===== src/rtl/gp_pkg.sv =====
// rtl/gp_pkg.sv - opcodes, command-word field positions and sequencer state encoding
package gp_pkg;

  localparam logic [7:0] GP_OP_STOP = 8'h00;
  localparam logic [7:0] GP_OP_FILL = 8'h01;
  localparam logic [7:0] GP_OP_LINE = 8'h02;

  localparam int OP_LSB  = 24;
  localparam int COLOR_W = 24;
  localparam int X_LSB   = 16;

  typedef enum logic [2:0] {
    S_IDLE,
    S_HDR_REQ,
    S_HDR_WAIT,
    S_ARG_REQ,
    S_ARG_WAIT,
    S_DISPATCH
  } gp_state_t;

endpackage


===== src/rtl/gp_word_fetch.sv =====
// rtl/gp_word_fetch.sv - single-outstanding req/gnt/rvalid word reader with auto-incrementing pointer
module gp_word_fetch #(
  parameter int ADDR_W = 32
) (
  input  logic              clk,
  input  logic              rst,
  input  logic              load,
  input  logic [ADDR_W-1:0] load_addr,
  input  logic              req_en,
  input  logic              wait_en,
  output logic              mem_req,
  output logic [ADDR_W-1:0] mem_addr,
  input  logic              mem_gnt,
  input  logic              mem_rvalid,
  input  logic [31:0]       mem_rdata,
  output logic              word_valid,
  output logic [31:0]       word_data
);

  logic [ADDR_W-1:0] ptr;

  // Pointer advances on grant, not on data, so it already names the next word while waiting.
  always_ff @(posedge clk or negedge rst) begin
    if (!rst) begin
      ptr <= '0;
    end else if (load) begin
      ptr <= load_addr & ~ADDR_W'(3);
    end else if (req_en && mem_gnt) begin
      ptr <= ptr + ADDR_W'(4);
    end
  end

  assign mem_req    = req_en;
  assign mem_addr   = ptr;
  assign word_valid = wait_en & mem_rvalid;
  assign word_data  = mem_rdata;

endmodule


===== src/rtl/gp_cmd_sequencer.sv =====
// rtl/gp_cmd_sequencer.sv - command fetch/decode/dispatch sequencer; GP_ILLEGAL_TRAP_EN traps unknown opcodes
module gp_cmd_sequencer
  import gp_pkg::*;
#(
  parameter int ADDR_W  = 32,
  parameter int COORD_W = 16
) (
  input  logic               clk,
  input  logic               rst,
  input  logic               gp_start,
  input  logic [ADDR_W-1:0]  gp_code_addr,
  input  logic [ADDR_W-1:0]  gp_frame_addr,
  output logic               mem_req,
  output logic [ADDR_W-1:0]  mem_addr,
  input  logic               mem_gnt,
  input  logic               mem_rvalid,
  input  logic [31:0]        mem_rdata,
  output logic               fill_valid,
  input  logic               fill_ready,
  output logic               line_valid,
  input  logic               line_ready,
  output logic [23:0]        cmd_color,
  output logic [ADDR_W-1:0]  cmd_frame,
  output logic [COORD_W-1:0] line_x0,
  output logic [COORD_W-1:0] line_y0,
  output logic [COORD_W-1:0] line_x1,
  output logic [COORD_W-1:0] line_y1,
  output logic               gp_busy,
  output logic               gp_done,
  output logic               gp_err
);

  gp_state_t   state, state_d;
  logic        req_en, wait_en, word_valid;
  logic [31:0] word_data;
  logic [7:0]  op;
  logic        start_ok, hdr_ok, arg_ok;
  logic        cmd_is_line, arg_idx;

  assign op       = word_data[OP_LSB +: 8];
  assign start_ok = (state == S_IDLE) && gp_start;
  assign hdr_ok   = (state == S_HDR_WAIT) && word_valid;
  assign arg_ok   = (state == S_ARG_WAIT) && word_valid;

  gp_word_fetch #(.ADDR_W(ADDR_W)) u_fetch (
    .clk        (clk),
    .rst        (rst),
    .load       (start_ok),
    .load_addr  (gp_code_addr),
    .req_en     (req_en),
    .wait_en    (wait_en),
    .mem_req    (mem_req),
    .mem_addr   (mem_addr),
    .mem_gnt    (mem_gnt),
    .mem_rvalid (mem_rvalid),
    .mem_rdata  (mem_rdata),
    .word_valid (word_valid),
    .word_data  (word_data)
  );

  always_ff @(posedge clk or negedge rst) begin
    if (!rst) state <= S_IDLE;
    else      state <= state_d;
  end

  always_comb begin
    state_d = state;
    case (state)
      S_IDLE:     if (gp_start) state_d = S_HDR_REQ;
      S_HDR_REQ:  if (mem_gnt) state_d = S_HDR_WAIT;
      S_HDR_WAIT: begin
        if (word_valid) begin
          case (op)
            GP_OP_STOP: state_d = S_IDLE;
            GP_OP_FILL: state_d = S_DISPATCH;
            GP_OP_LINE: state_d = S_ARG_REQ;
`ifdef GP_ILLEGAL_TRAP_EN
            default:    state_d = S_IDLE;
`else
            default:    state_d = S_HDR_REQ;
`endif
          endcase
        end
      end
      S_ARG_REQ:  if (mem_gnt) state_d = S_ARG_WAIT;
      S_ARG_WAIT: if (word_valid) state_d = arg_idx ? S_DISPATCH : S_ARG_REQ;
      S_DISPATCH: if ((fill_valid && fill_ready) || (line_valid && line_ready)) state_d = S_HDR_REQ;
      default:    state_d = S_IDLE;
    endcase
  end

  always_comb begin
    req_en     = 1'b0;
    wait_en    = 1'b0;
    fill_valid = 1'b0;
    line_valid = 1'b0;
    gp_busy    = (state != S_IDLE);
    case (state)
      S_HDR_REQ, S_ARG_REQ:   req_en = 1'b1;
      S_HDR_WAIT, S_ARG_WAIT: wait_en = 1'b1;
      S_DISPATCH: begin
        fill_valid = !cmd_is_line;
        line_valid = cmd_is_line;
      end
      default: ;
    endcase
  end

  // Payload registers only load on fetched words, so they stay frozen throughout DISPATCH.
  always_ff @(posedge clk or negedge rst) begin
    if (!rst) begin
      gp_done     <= 1'b0;
      cmd_frame   <= '0;
      cmd_color   <= '0;
      cmd_is_line <= 1'b0;
      arg_idx     <= 1'b0;
      line_x0     <= '0;
      line_y0     <= '0;
      line_x1     <= '0;
      line_y1     <= '0;
    end else begin
      gp_done <= hdr_ok && (op == GP_OP_STOP);
      if (start_ok) cmd_frame <= gp_frame_addr;
      if (hdr_ok && (op == GP_OP_FILL || op == GP_OP_LINE)) begin
        cmd_color   <= word_data[COLOR_W-1:0];
        cmd_is_line <= (op == GP_OP_LINE);
        arg_idx     <= 1'b0;
      end
      if (arg_ok) begin
        arg_idx <= 1'b1;
        if (!arg_idx) begin
          line_x0 <= word_data[X_LSB +: COORD_W];
          line_y0 <= word_data[0 +: COORD_W];
        end else begin
          line_x1 <= word_data[X_LSB +: COORD_W];
          line_y1 <= word_data[0 +: COORD_W];
        end
      end
    end
  end

`ifdef GP_ILLEGAL_TRAP_EN
  logic op_unknown;
  logic err_q;
  assign op_unknown = !(op inside {GP_OP_STOP, GP_OP_FILL, GP_OP_LINE});

  always_ff @(posedge clk or negedge rst) begin
    if (!rst)                     err_q <= 1'b0;
    else if (start_ok)            err_q <= 1'b0;
    else if (hdr_ok && op_unknown) err_q <= 1'b1;
  end
  assign gp_err = err_q;
`else
  assign gp_err = 1'b0;
`endif

endmodule


===== config.mk =====
export PLATFORM = sky130hd
export DESIGN_NAME = gp_cmd_sequencer
export DESIGN_NICKNAME = d
export VERILOG_FILES = /design/src/rtl/gp_pkg.sv /design/src/rtl/gp_word_fetch.sv /design/src/rtl/gp_cmd_sequencer.sv
export SDC_FILE = /design/constraint.sdc
export NUM_CORES = 1
export LEC_CHECK = 0
export BUFFER_PORTS_ARGS = -buffer_cell sky130_fd_sc_hd__buf_4
export CAP_MARGIN = 20
export CORE_MARGIN = 2
export CORE_UTILIZATION = 35
export DETAILED_ROUTE_END_ITERATION = 7
export HOLD_SLACK_MARGIN = 0.02
export SKIP_LAST_GASP = 1
export SYNTH_ARGS = -nofsm -noshare
export SYNTH_HDL_FRONTEND = slang
export SYNTH_HIERARCHICAL = 1
export SYNTH_SLANG_ARGS = --single-unit

===== constraint.sdc =====
create_clock -name clk -period 2.9 [get_ports clk]
set_input_delay 0.145 -clock clk [delete_from_list [all_inputs] [get_ports clk]]
set_output_delay 0.145 -clock clk [all_outputs]
set_load 0.1 [all_outputs]

-- Word-level counts from Yosys, hierarchy flattened
Index checks and enable logic that the tools add are counted.
- word-level logic and storage cells: 65
- output and inout bits: 158
- input bits: 103
- register bits: 158
- muxes and demuxes: 17
- eq/ne operators: 13
- bitwise logic cells: 2
- reductions and logical operators: 21
- add/subtract/negate cells: 1
- operator list (operator ; count):
    $mux W32 ; 2
    $add A32 B3 Y32 const B ; 1
    $mux W3 ; 7
    $pmux W3 S6 ; 1
    $ne A2 B2 Y1 const B ; 6
    $pmux W3 S3 ; 1
    $eq A8 B1 Y1 const B ; 1
    $eq A8 B2 Y1 const B ; 1
    $logic_and A1 B1 Y1 ; 8
    $logic_not A8 Y1 ; 1
    $eq A3 B2 Y1 const B ; 2
    $eq A3 B3 Y1 const B ; 2
    $mux W1 ; 6
    $reduce_and A6 Y1 ; 1
    $reduce_and A2 Y1 ; 2
    $reduce_bool A2 Y1 ; 2
    $reduce_or A2 Y1 ; 2
    $eq A3 B1 Y1 const B ; 1
    $logic_not A3 Y1 ; 1
    $reduce_bool A3 Y1 ; 1
    $logic_or A1 B1 Y1 ; 2
    $and A1 B1 Y1 ; 1
    $logic_not A1 Y1 ; 1
    $not A1 Y1 ; 1

-- Longest topological paths before layout
Gate-level depths: netlist of run 1.
- word-level depth: 8
- gate-level depth with buffers: 9
- depth with buffers taken out: 7

-- Cells and area by module
Netlist of run 1, hierarchy kept.
- by module, submodules not included (module ; cells each ; instances ; area each (µm²) ; sequential area each (µm²)):
    gp_cmd_sequencer ; 313 ; 1 ; 5014.8 ; 3153.0
    gp_word_fetch ; 245 ; 1 ; 2073.2 ; 750.7

-- Worst setup path before layout of run 1
OpenSTA, ideal clock, no wires.
- path type: register to register
- start point: register state[2]
- end point: register state[0]
- setup time: 0.124 ns
- stages on the path, launching flop included: 5
- arrival time: 4.244 ns
- clock period less this slack: 4.368 ns
- buffers on the path: 1
- path slack: -1.468 ns
- data required time: 2.776 ns
- cell sequence: dfrtp_1 buf_2 nor4bb_1 a21oi_1 a211o_1
- cells in the longest elaborated chain, start to end: 6
- elaborated cells on any way between the ends: 22
- those cells by class: 11 x eq/ne; 4 x mux; 1 x bitwise; 6 x reduce/logical
- ends and longest elaborated chain (what ; RTL line ; RTL):
    start, declared ; gp_cmd_sequencer.sv:33 ; gp_state_t state, state_d;
    start signal, assigned ; gp_cmd_sequencer.sv:63 ; else state <= state_d;
    $eq A3 B3 Y1 ; gp_cmd_sequencer.sv:98 ; case (state)
    $mux W1 ; gp_cmd_sequencer.sv:98 ;
    named net fill_valid ; gp_cmd_sequencer.sv:18 ; output logic fill_valid,
    $logic_and A1 B1 Y1 ; gp_cmd_sequencer.sv:87 ; S_DISPATCH: if ((fill_valid && fill_ready) || (line_valid && line_ready)) state_d = S_HDR_REQ;
    $logic_or A1 B1 Y1 ; gp_cmd_sequencer.sv:87 ;
    $ne A2 B2 Y1 (no source line) ; n/a ;
    $reduce_and A6 Y1 (no source line) ; n/a ;
The timed path passes the listed nets, and every way through them passes these cells.
A chain may end at the register's enable or synchronous reset.

-- Worst setup path in the final report of run 1
- start point: register state[1]
- end point: register u_fetch.ptr[12] (netlist: u_fetch/mem_addr[12])
- cells in the longest elaborated chain, start to end: 5
- elaborated cells on any way between the ends: 9
- those cells by class: 2 x eq/ne; 2 x mux; 5 x reduce/logical
- ends and longest elaborated chain (what ; RTL line ; RTL):
    $eq A3 B1 Y1 or $eq A3 B2 Y1 (tied branches) ; gp_cmd_sequencer.sv:98 ;
    $reduce_or A2 Y1 ; gp_cmd_sequencer.sv:98 ;
    $mux W1 ; gp_cmd_sequencer.sv:98 ;
    $logic_and A1 B1 Y1 ; gp_word_fetch.sv:28 ; end else if (req_en && mem_gnt) begin
    $reduce_bool A2 Y1 (no source line) ; n/a ;
    end signal, assigned ; gp_word_fetch.sv:27 ; ptr <= load_addr & ~ADDR_W'(3);
    end signal, assigned ; gp_word_fetch.sv:29 ; ptr <= ptr + ADDR_W'(4);
    end, declared ; gp_word_fetch.sv:20 ; logic [ADDR_W-1:0] ptr;
Several ways; a longest one is shown, not always the timed one.

==> results of run 1 <==
==> cell families after synthesis <==
family | Yosys count | synth area share
flops | 156 | 0.551
simple gates | 131 | 0.106
mux | 122 | 0.204
buf+inv | 71 | 0.0627
compound gates | 63 | 0.0593
xor+xnor | 12 | 0.0148
other cells | 2 | 0.00106
fa+ha+maj | 1 | 0.00176
==> cells in the final DEF, fill, tap and decap left out, types with 3 or more instances in the layout <==
cell,count
and2_1,5
or4_1,17
mux2_2,99
a21oi_1,5
clkinv_4,3
xor2_1,7
nand3_1,17
nor2b_1,4
dfrtp_1,156
inv_1,8
conb_1,3
nor2_1,22
inv_6,3
xnor2_1,5
and4_1,3
nand2_1,26
mux2_4,19
nor3_1,7
o31ai_1,14
bufinv_16,4
dlygate4sd3_1,96
nand4_1,10
buf_4,265
o21ai_0,18
clkbuf_16,17
a31oi_1,15
==> sequential cells by signal, summed over array words and instances, names as in the netlist <==
signal,flops
cmd_frame,32
u_fetch/mem_addr,30
cmd_color,24
line_x0,16
line_x1,16
line_y0,16
line_y1,16
state,3
arg_idx,1
cmd_is_line,1
gp_done,1
==> cells in the mapped netlist, drive strengths merged <==
master  count
dfrtp     156
mux2      120
buf        54
nand2      26
nor2       23
or4        19
o21ai      18
nand3      17
a31oi      15
o31ai      14
nand4      12
clkbuf      9
inv         8
nor3        7
xor2        7
a21oi       5
and2        5
xnor2       5
and4        4
nor2b       4
nor4        3
or3         3
a211o       2
and3        2
conb        2
mux2i       2
nand2b      2
a21boi      1
a21o        1
a221o       1
a22o        1
a311oi      1
a32o        1
and2b       1
ha          1
nor3b       1
nor4b       1
nor4bb      1
o211a       1
o21a        1
o21bai      1
==> final timing paths <==
path / start / to / slack [ns] / depth (start not counted)
min in group asynchronous: rst / u_fetch/mem_addr[20] / 0.29 / 2
worst max-delay path: state[1] / u_fetch/mem_addr[12] / 0.63 / 6
worst min register to register: line_x0[7] / line_x0[7] / 0.51 / 1
worst min-delay path: fill_ready / state[0] / 0.18 / 4
max in group asynchronous: rst / line_y0[7] / 1.69 / 3
worst max register to register: state[1] / u_fetch/mem_addr[12] / 0.63 / 6
==> per-layer routing <==
metal  share of wire  vias to the layer above  routed length (µm)  GRT usage
met4           0.015                        0                 286     0.0476
met1            0.41                     2788                7960      0.220
met3           0.078                       26                1530     0.0631
met5               0                        -                   0          0
met2            0.50                      232                9760      0.321
li1                -                     2622                   -          -
==> tightest hold or removal path, delay by kind of cell <==
| kind | cells | cell delay [ns] |
|---|---|---|
| compound gates | 2 | 0.31 |
| buf+inv | 2 | 0.10 |
==> final cells by class <==
class | count | share of cell area
Clock inverter | 12 | 0.0173
Clock buffer | 19 | 0.0415
Inverter | 8 | 0.00281
Tap cell | 270 | 0.0316
Sequential cell | 156 | 0.366
Timing Repair Buffer | 364 | 0.281
Multi-Input combinational cell | 332 | 0.260
==> per-stage QoR <==
stage,hold WS (ns),setup slack (ns),util,instances,area (µm²)
finish,0.179,0.628,0.533,1161,10700
global route,0.186,0.469,0.533,1161,10700
CTS,0.155,0.605,0.532,1160,10700
detailed placement,0.177,0.617,0.452,1033,9060
global placement,0.167,0.671,0.452,1033,9060
floorplan,-0.151,0.103,-,559,7110
==> results.yml, run 1 <==
run_status:
  status: "completed"
yosys:
  synthTopCellsByArea: "dfrtp_1 55%, mux2_2 16%, buf_4 4.1%, mux2_4 4.0%, or4_1 1.8%"
  ys_types: 52
  yosysSeqAreaShare: 0.551
  ys_ff_latch: 156
  synth_cells: 558
  synth_top_area_share: 0.551
  yosys_warnings: 6
  yosys.area.top_type: "dfrtp_1"
  avgSynthCellArea_um2: 12.7
  synthesis.area_um2: 7090
sta:
  period_share: 0.783
  clock_skew_ns: 0.00700
  fmax_mhz: 440
  setup_viol: 0
  timing.slew.headroom: 0.420
  max_slew.worst_pin.slew_ns: 0.870
  slew_viol_final: 0
  finalHoldViolations: 0
  period_needed_ns: 2.27
  finalSetupTns_ns: 0
  rsz0062_at_grt: "no"
layout:
  regArea_um2: 3900
  syn_to_final_growth_pct: 50.6
  multi_input_area_um2: 2770
  drive_gt1_frac: 0.480
  num_antenna_cells: 0
  fin_nets: 983
  filler_cell_count: 1675
placement:
  portBuffers: 255
  gp_congestion: 0.867
  post-dp-hpwl_mm: 13.3
setup_path:
  startpoint_type: "flop"
  critPathArrivalTime_ns: 2.57
  crit_path_max_fanout: 31
  worst_setup_path_end_kind: "flop"
  worst_path_largest_cell_delay_ns: 0.45
  cp_num_buf_inv: 2
  slowest_stage: "or3_1"
  required_ns: 3.20
  path_cells: "buf_4 -> or3_1 -> nor2_4 -> inv_1 -> o211a_1 -> a211o_1"
  cp_top_family: "simple AND/OR/NAND/NOR gates"
  path_class: "flop to flop"
die:
  die_h_um: 146
  die_w_um: 146
  dieArea_um2: 21400
  rows: 52
  fp.coreArea_um2: 20000
  ioPinCount: 261
  start_util: 0.354
detailed_routing:
  dr.pass1.iters: 5
  avgViaCountPerCell: 4.88
  drt_iter0_drc: 193
  antenna_left: 0
  via_count: 5668
  drt_wl_total_mm: 19.5
  route.detailed.drc: 0
  routedWlPerCell_um: 16.8
clocking:
  cts_buffer_depth: 2
  cts.sinks: 156
  cts_tree: "yes"
  numCtsBuffers: 17
  cts_max_level: 4
  ctsHoldBuffers: 96
  clock_latency_ns: 0.41
  root_buffer: "clkbuf_16"
  postCtsSetupBuffers: 0
  post_cts_resized: 0
  path_clk_slew_ns: 0.06
grt:
  grt_max_degree: 63
  grt.total_usage: 0.185
  grt_pass1_vias: 6023
  grt_pass1_wl_mm: 31.8
  antenna_found_initial: 0
  overflow: 0
min_path:
  min_path_type: "input pin to flop"
flow_run:
  cap_violations: 0
Power of run 1 is left out: the tool's default activity adds up to more than one toggle a clock period on the data nets, which glitch-free logic cannot reach.
==> run 2, diff against run 1 <==
clock period = 2.2 ns   (was 2.9 ns; I/O delays follow)
==> results.yml, run 2 (synthesis gave the netlist of run 1 again) <==
detailed_routing:
  dr.pass1.iters: 4
  antenna_left: 0
  drt_wl_total_mm: 19.3
  avgViaCountPerCell: 4.86
  routedWlPerCell_um: 16.5
  drt_iter0_drc: 261
  route.detailed.drc: 0
  via_count: 5706
sta:
  fin_hold_ws_ns: 0.131
  fmax_mhz: 479
  setup_viol: 0
  timing.slew.headroom: 0.596
  period_share: 0.948
  setup_ws_ns: 0.114
  finalHoldViolations: 0
  clock_skew_ns: 0.0183
  max_slew.worst_pin.slew_ns: 0.606
  slew_viol_final: 0
  period_needed_ns: 2.09
  finalSetupTns_ns: 0
  rsz0062_at_grt: "no"
run_status:
  status: "completed"
grt:
  grt_pass1_wl_mm: 31.3
  grt_max_degree: 61
  overflow: 0
  antenna_found_initial: 0
  grt_pass1_vias: 6024
  grt.total_usage: 0.182
die:
  ioPinCount: 261
  fp.coreArea_um2: 20000
  die_h_um: 146
  dieArea_um2: 21400
  die_w_um: 146
  rows: 52
  start_util: 0.354
layout:
  filler_cell_count: 1715
  drive_gt1_frac: 0.527
  layout_commonest_cell: "buf_4"
  fin_nets: 994
  num_antenna_cells: 0
  largest_reg_flops: 32
  finish.utilization: 0.541
  final_cell_mix: "274 x buf_4, 127 x dfrtp_1, 99 x mux2_2, 96 x dlygate4sd3_1, 26 x nand2_1"
  syn_to_final_growth_pct: 53.0
  largest_register: "cmd_frame"
setup_path:
  r2r_end: "u_fetch/mem_addr[27]"
  startpoint_type: "flop"
  r2r_start: "u_fetch/mem_addr[19]"
  r2r_cells: 4
  crit_path_max_fanout: 10
  path_class: "flop to flop"
  critPathArrivalTime_ns: 2.42
  required_ns: 2.53
  worst_setup_path_end_kind: "flop"
  r2r_slack_ns: 0.11
clocking:
  cts_buffer_depth: 2
  root_buffer: "clkbuf_16"
  postCtsSetupBuffers: 0
  clock_latency_ns: 0.42
  cts_max_level: 4
  numCtsBuffers: 17
  path_clk_slew_ns: 0.07
  cts_tree: "yes"
  cts.sinks: 156
min_path:
  worstHoldStart: "fill_ready"
  holdPathStages: 5
  min_path_type: "input pin to flop"
  holdPathEnd: "state[2]"
flow_run:
  cap_violations: 0
placement:
  portBuffers: 255
  dp_slack_ns: 0.111
  post-dp-hpwl_mm: 13.5
  gp_congestion: 0.835
run 2: cell types whose count changed in the layout (fill, tap and decap cells not counted), sizes merged:
| cell | previous run | this run |
|---|---|---|
| buf | 268 | 279 |
| bufinv | 4 | 1 |
| clkinv | 4 | 2 |
| clkinvlp | 1 | 4 |
| inv | 11 | 14 |
run 2: area by class of cell:
class,instances,area [µm²],area share
Sequential cell,156,3980,0.367
Timing Repair Buffer,375,3110,0.287
Multi-Input combinational cell,332,2800,0.258
Clock buffer,19,453,0.0418
Tap cell,270,338,0.0312
Clock inverter,13,129,0.0119
Inverter,8,30.0,0.00277
run 2: metrics by stage:
stage / area, µm² / instances
after floorplan: 7220 / 559
after global placement: 9290 / 1045
after detailed placement: 9290 / 1045
after CTS: 10800 / 1173
after global routing: 10800 / 1173
final: 10800 / 1173
run 2: worst max-delay path, cell delays in order (launching register included):
cell	delay, ns
dfrtp_4	0.45
nand4_2	0.15
or4_1	0.69
or4_1	0.54
a31oi_1	0.16
run 2: repair_timing:
action,in CTS,in global routing
endpoints found under the hold margin,209,0
resized for setup,0,5
hold buffers,96,0
endpoints found under the setup margin,0,45
run 2: how the worst max path moves through the flow:
stage	cells after the start	slack, ns	startpoint	endpoint
after detailed placement	8	0.11	state[1]	line_y1[9]
after CTS	8	0.08	state[1]	gp_done
after global routing	5	0.007	state[0]	u_fetch/mem_addr[19]
after floorplan	4	-0.14	state[1]	state[0]
final	4	0.11	u_fetch/mem_addr[19]	u_fetch/mem_addr[27]
after global placement	4	0.16	u_fetch/mem_addr[18]	u_fetch/mem_addr[27]
run 2: metal layers:
| layer | vias to the layer above | wire length [µm] | global-route usage |
|---|---|---|---|
| li1 | 2640 | - | - |
| met5 | - | 0 | 0 |
| met1 | 2850 | 8280 | 0.223 |
| met3 | 12 | 1370 | 0.0631 |
| met4 | 0 | 201 | 0.0442 |
| met2 | 204 | 9490 | 0.310 |
Power of run 2 is left out for the same reason.
==> run 3, diff against run 2 <==
CELL_PAD_IN_SITES_DETAIL_PLACEMENT = 1   (was unset)
CELL_PAD_IN_SITES_GLOBAL_PLACEMENT = 1   (was unset)
PLACE_DENSITY = 0.81   (was unset)
clock period = 1.9 ns   (was 2.2 ns; I/O delays follow)
==> results.yml, run 3 (synthesis gave the netlist of run 1 again) <==
die:
  dieArea_um2: 21400
  die_w_um: 146
  rows: 52
  start_util: 0.354
  die_h_um: 146
  fp.coreArea_um2: 20000
  ioPinCount: 261
grt:
  grt.total_usage: 0.226
  antenna_found_initial: 1
  overflow: 0
  grt_pass1_wl_mm: 38.1
  grt_max_degree: 69
  grt_pass1_vias: 6876
min_path:
  holdPathStages: 5
  holdPathEnd: "state[2]"
  min_path_type: "input pin to flop"
  worstHoldStart: "fill_ready"
detailed_routing:
  drt_iter0_drc: 175
  route.detailed.drc: 0
  via_count: 6141
  routedWlPerCell_um: 21.5
  avgViaCountPerCell: 4.98
  drt_wl_total_mm: 26.4
  dr.pass1.iters: 4
  antenna_left: 0
placement:
  post-dp-hpwl_mm: 15.7
  dp_slack_ns: -0.0798
  gp_congestion: 0.802
  portBuffers: 255
clocking:
  path_clk_slew_ns: 0.07
  root_buffer: "clkbuf_16"
  cts_buffer_depth: 2
  cts_tree: "yes"
  cts.sinks: 156
  cts_max_level: 4
  numCtsBuffers: 17
  clock_latency_ns: 0.42
setup_path:
  worst_setup_path_end_kind: "flop"
  path_class: "flop to flop"
  r2r_start: "state[2]"
  r2r_end: "u_fetch/mem_addr[25]"
  r2r_cells: 8
  startpoint_type: "flop"
  r2r_slack_ns: -0.18
  required_ns: 2.23
  crit_path_max_fanout: 5
  critPathArrivalTime_ns: 2.40
layout:
  finish.utilization: 0.584
  drive_gt1_frac: 0.579
  layout_commonest_cell: "buf_4"
  final_cell_mix: "308 x buf_4, 127 x dfrtp_1, 95 x mux2_2, 95 x dlygate4sd3_1"
  largest_register: "cmd_frame"
  fin_nets: 1052
  largest_reg_flops: 32
  syn_to_final_growth_pct: 65.2
sta:
  period_needed_ns: 2.08
  rsz0062_at_grt: "yes"
  finalHoldViolations: 0
  period_share: 1.09
  timing.slew.headroom: 0.548
  max_slew.worst_pin.slew_ns: 0.678
  slew_viol_final: 0
  fin_hold_ws_ns: 0.154
  clock_skew_ns: 0.0139
  setup_viol: 59
  setup_ws_ns: -0.176
  finalSetupTns_ns: -2.05
  fmax_mhz: 482
power_and_ir_drop:
  ir_drop_mv: 0.981
  power_mw: 22.1
  leakagePower_nw: 5.62
  power_density_nw_per_um2: 1880
flow_run:
  cap_violations: 0
run_status:
  status: "finished with violations"
  failed_checks: "negative setup slack"
## run 3: cell count changes in the layout (fill, tap and decap cells not counted), sizes merged
cell,previous run,this run
buf,279,331
bufinv,1,0
clkbuf,19,23
clkinv,2,9
clkinvlp,4,1
diode,0,1
dlygate4sd3,96,95
inv,14,13
nor2,23,24
## run 3: how the worst max path moves through the flow
stage / start / end / slack, ns / cells after the start
after floorplan: state[2] / state[0] / -0.38 / 4
after global placement: state[2] / u_fetch/mem_addr[25] / -0.002 / 7
after detailed placement: state[2] / u_fetch/mem_addr[27] / -0.08 / 7
after CTS: state[2] / u_fetch/mem_addr[27] / -0.08 / 7
after global routing: state[2] / u_fetch/mem_addr[25] / -0.22 / 8
final: state[2] / u_fetch/mem_addr[25] / -0.18 / 8
## run 3: where the power goes
| group | internal (mW) | switching, mW |
|---|---|---|
| sequential | 4.52 | 0.793 |
| combinational | 3.40 | 9.95 |
| clock | 1.77 | 1.63 |
| total | 9.69 | 12.4 |
## run 3: metal layers
layer  up-vias  global-route usage  part of all wire
met1      3128               0.248              0.37
met3        34              0.0750             0.067
met5         -                   0                 0
met4         0              0.0650             0.018
met2       228               0.417              0.55
li1       2751                   -                 -
## run 3: stage by stage
step	cell area (µm²)	std cells
4_1_cts	11300	1210
6_report	11700	1232
3_5_place_dp	9640	1074
3_3_place_gp	9640	1074
5_1_grt	11700	1232
2_1_floorplan	7320	559
## run 3: area by class of cell
type,instances,area [µm²]
fillers,2052,8330
flip-flops and latches,156,4000
clock buffers,17,425
repair buffers,432,3780
well taps,270,338
inverters,8,30.0
diodes,1,2.50
multi-input cells,333,2950
clock inverters,15,178
## run 3: timing repair
action,CTS,global route
endpoints found under the hold margin,216,0
setup buffers,8,13
resized for setup,6,41
endpoints found under the setup margin,16,144
cloned,1,8
hold buffers,95,0
pin swaps,9,9
## run 3: critical path: stages, from the launching register on
cell and delay (ns):
dfrtp_1 0.42, buf_6 0.14, nor2b_4 0.10, and4_4 0.23
buf_6 0.12, nand4_1 0.21, buf_4 0.22, or4_1 0.39
a31oi_1 0.15
Power figures use the tool's default switching activity.
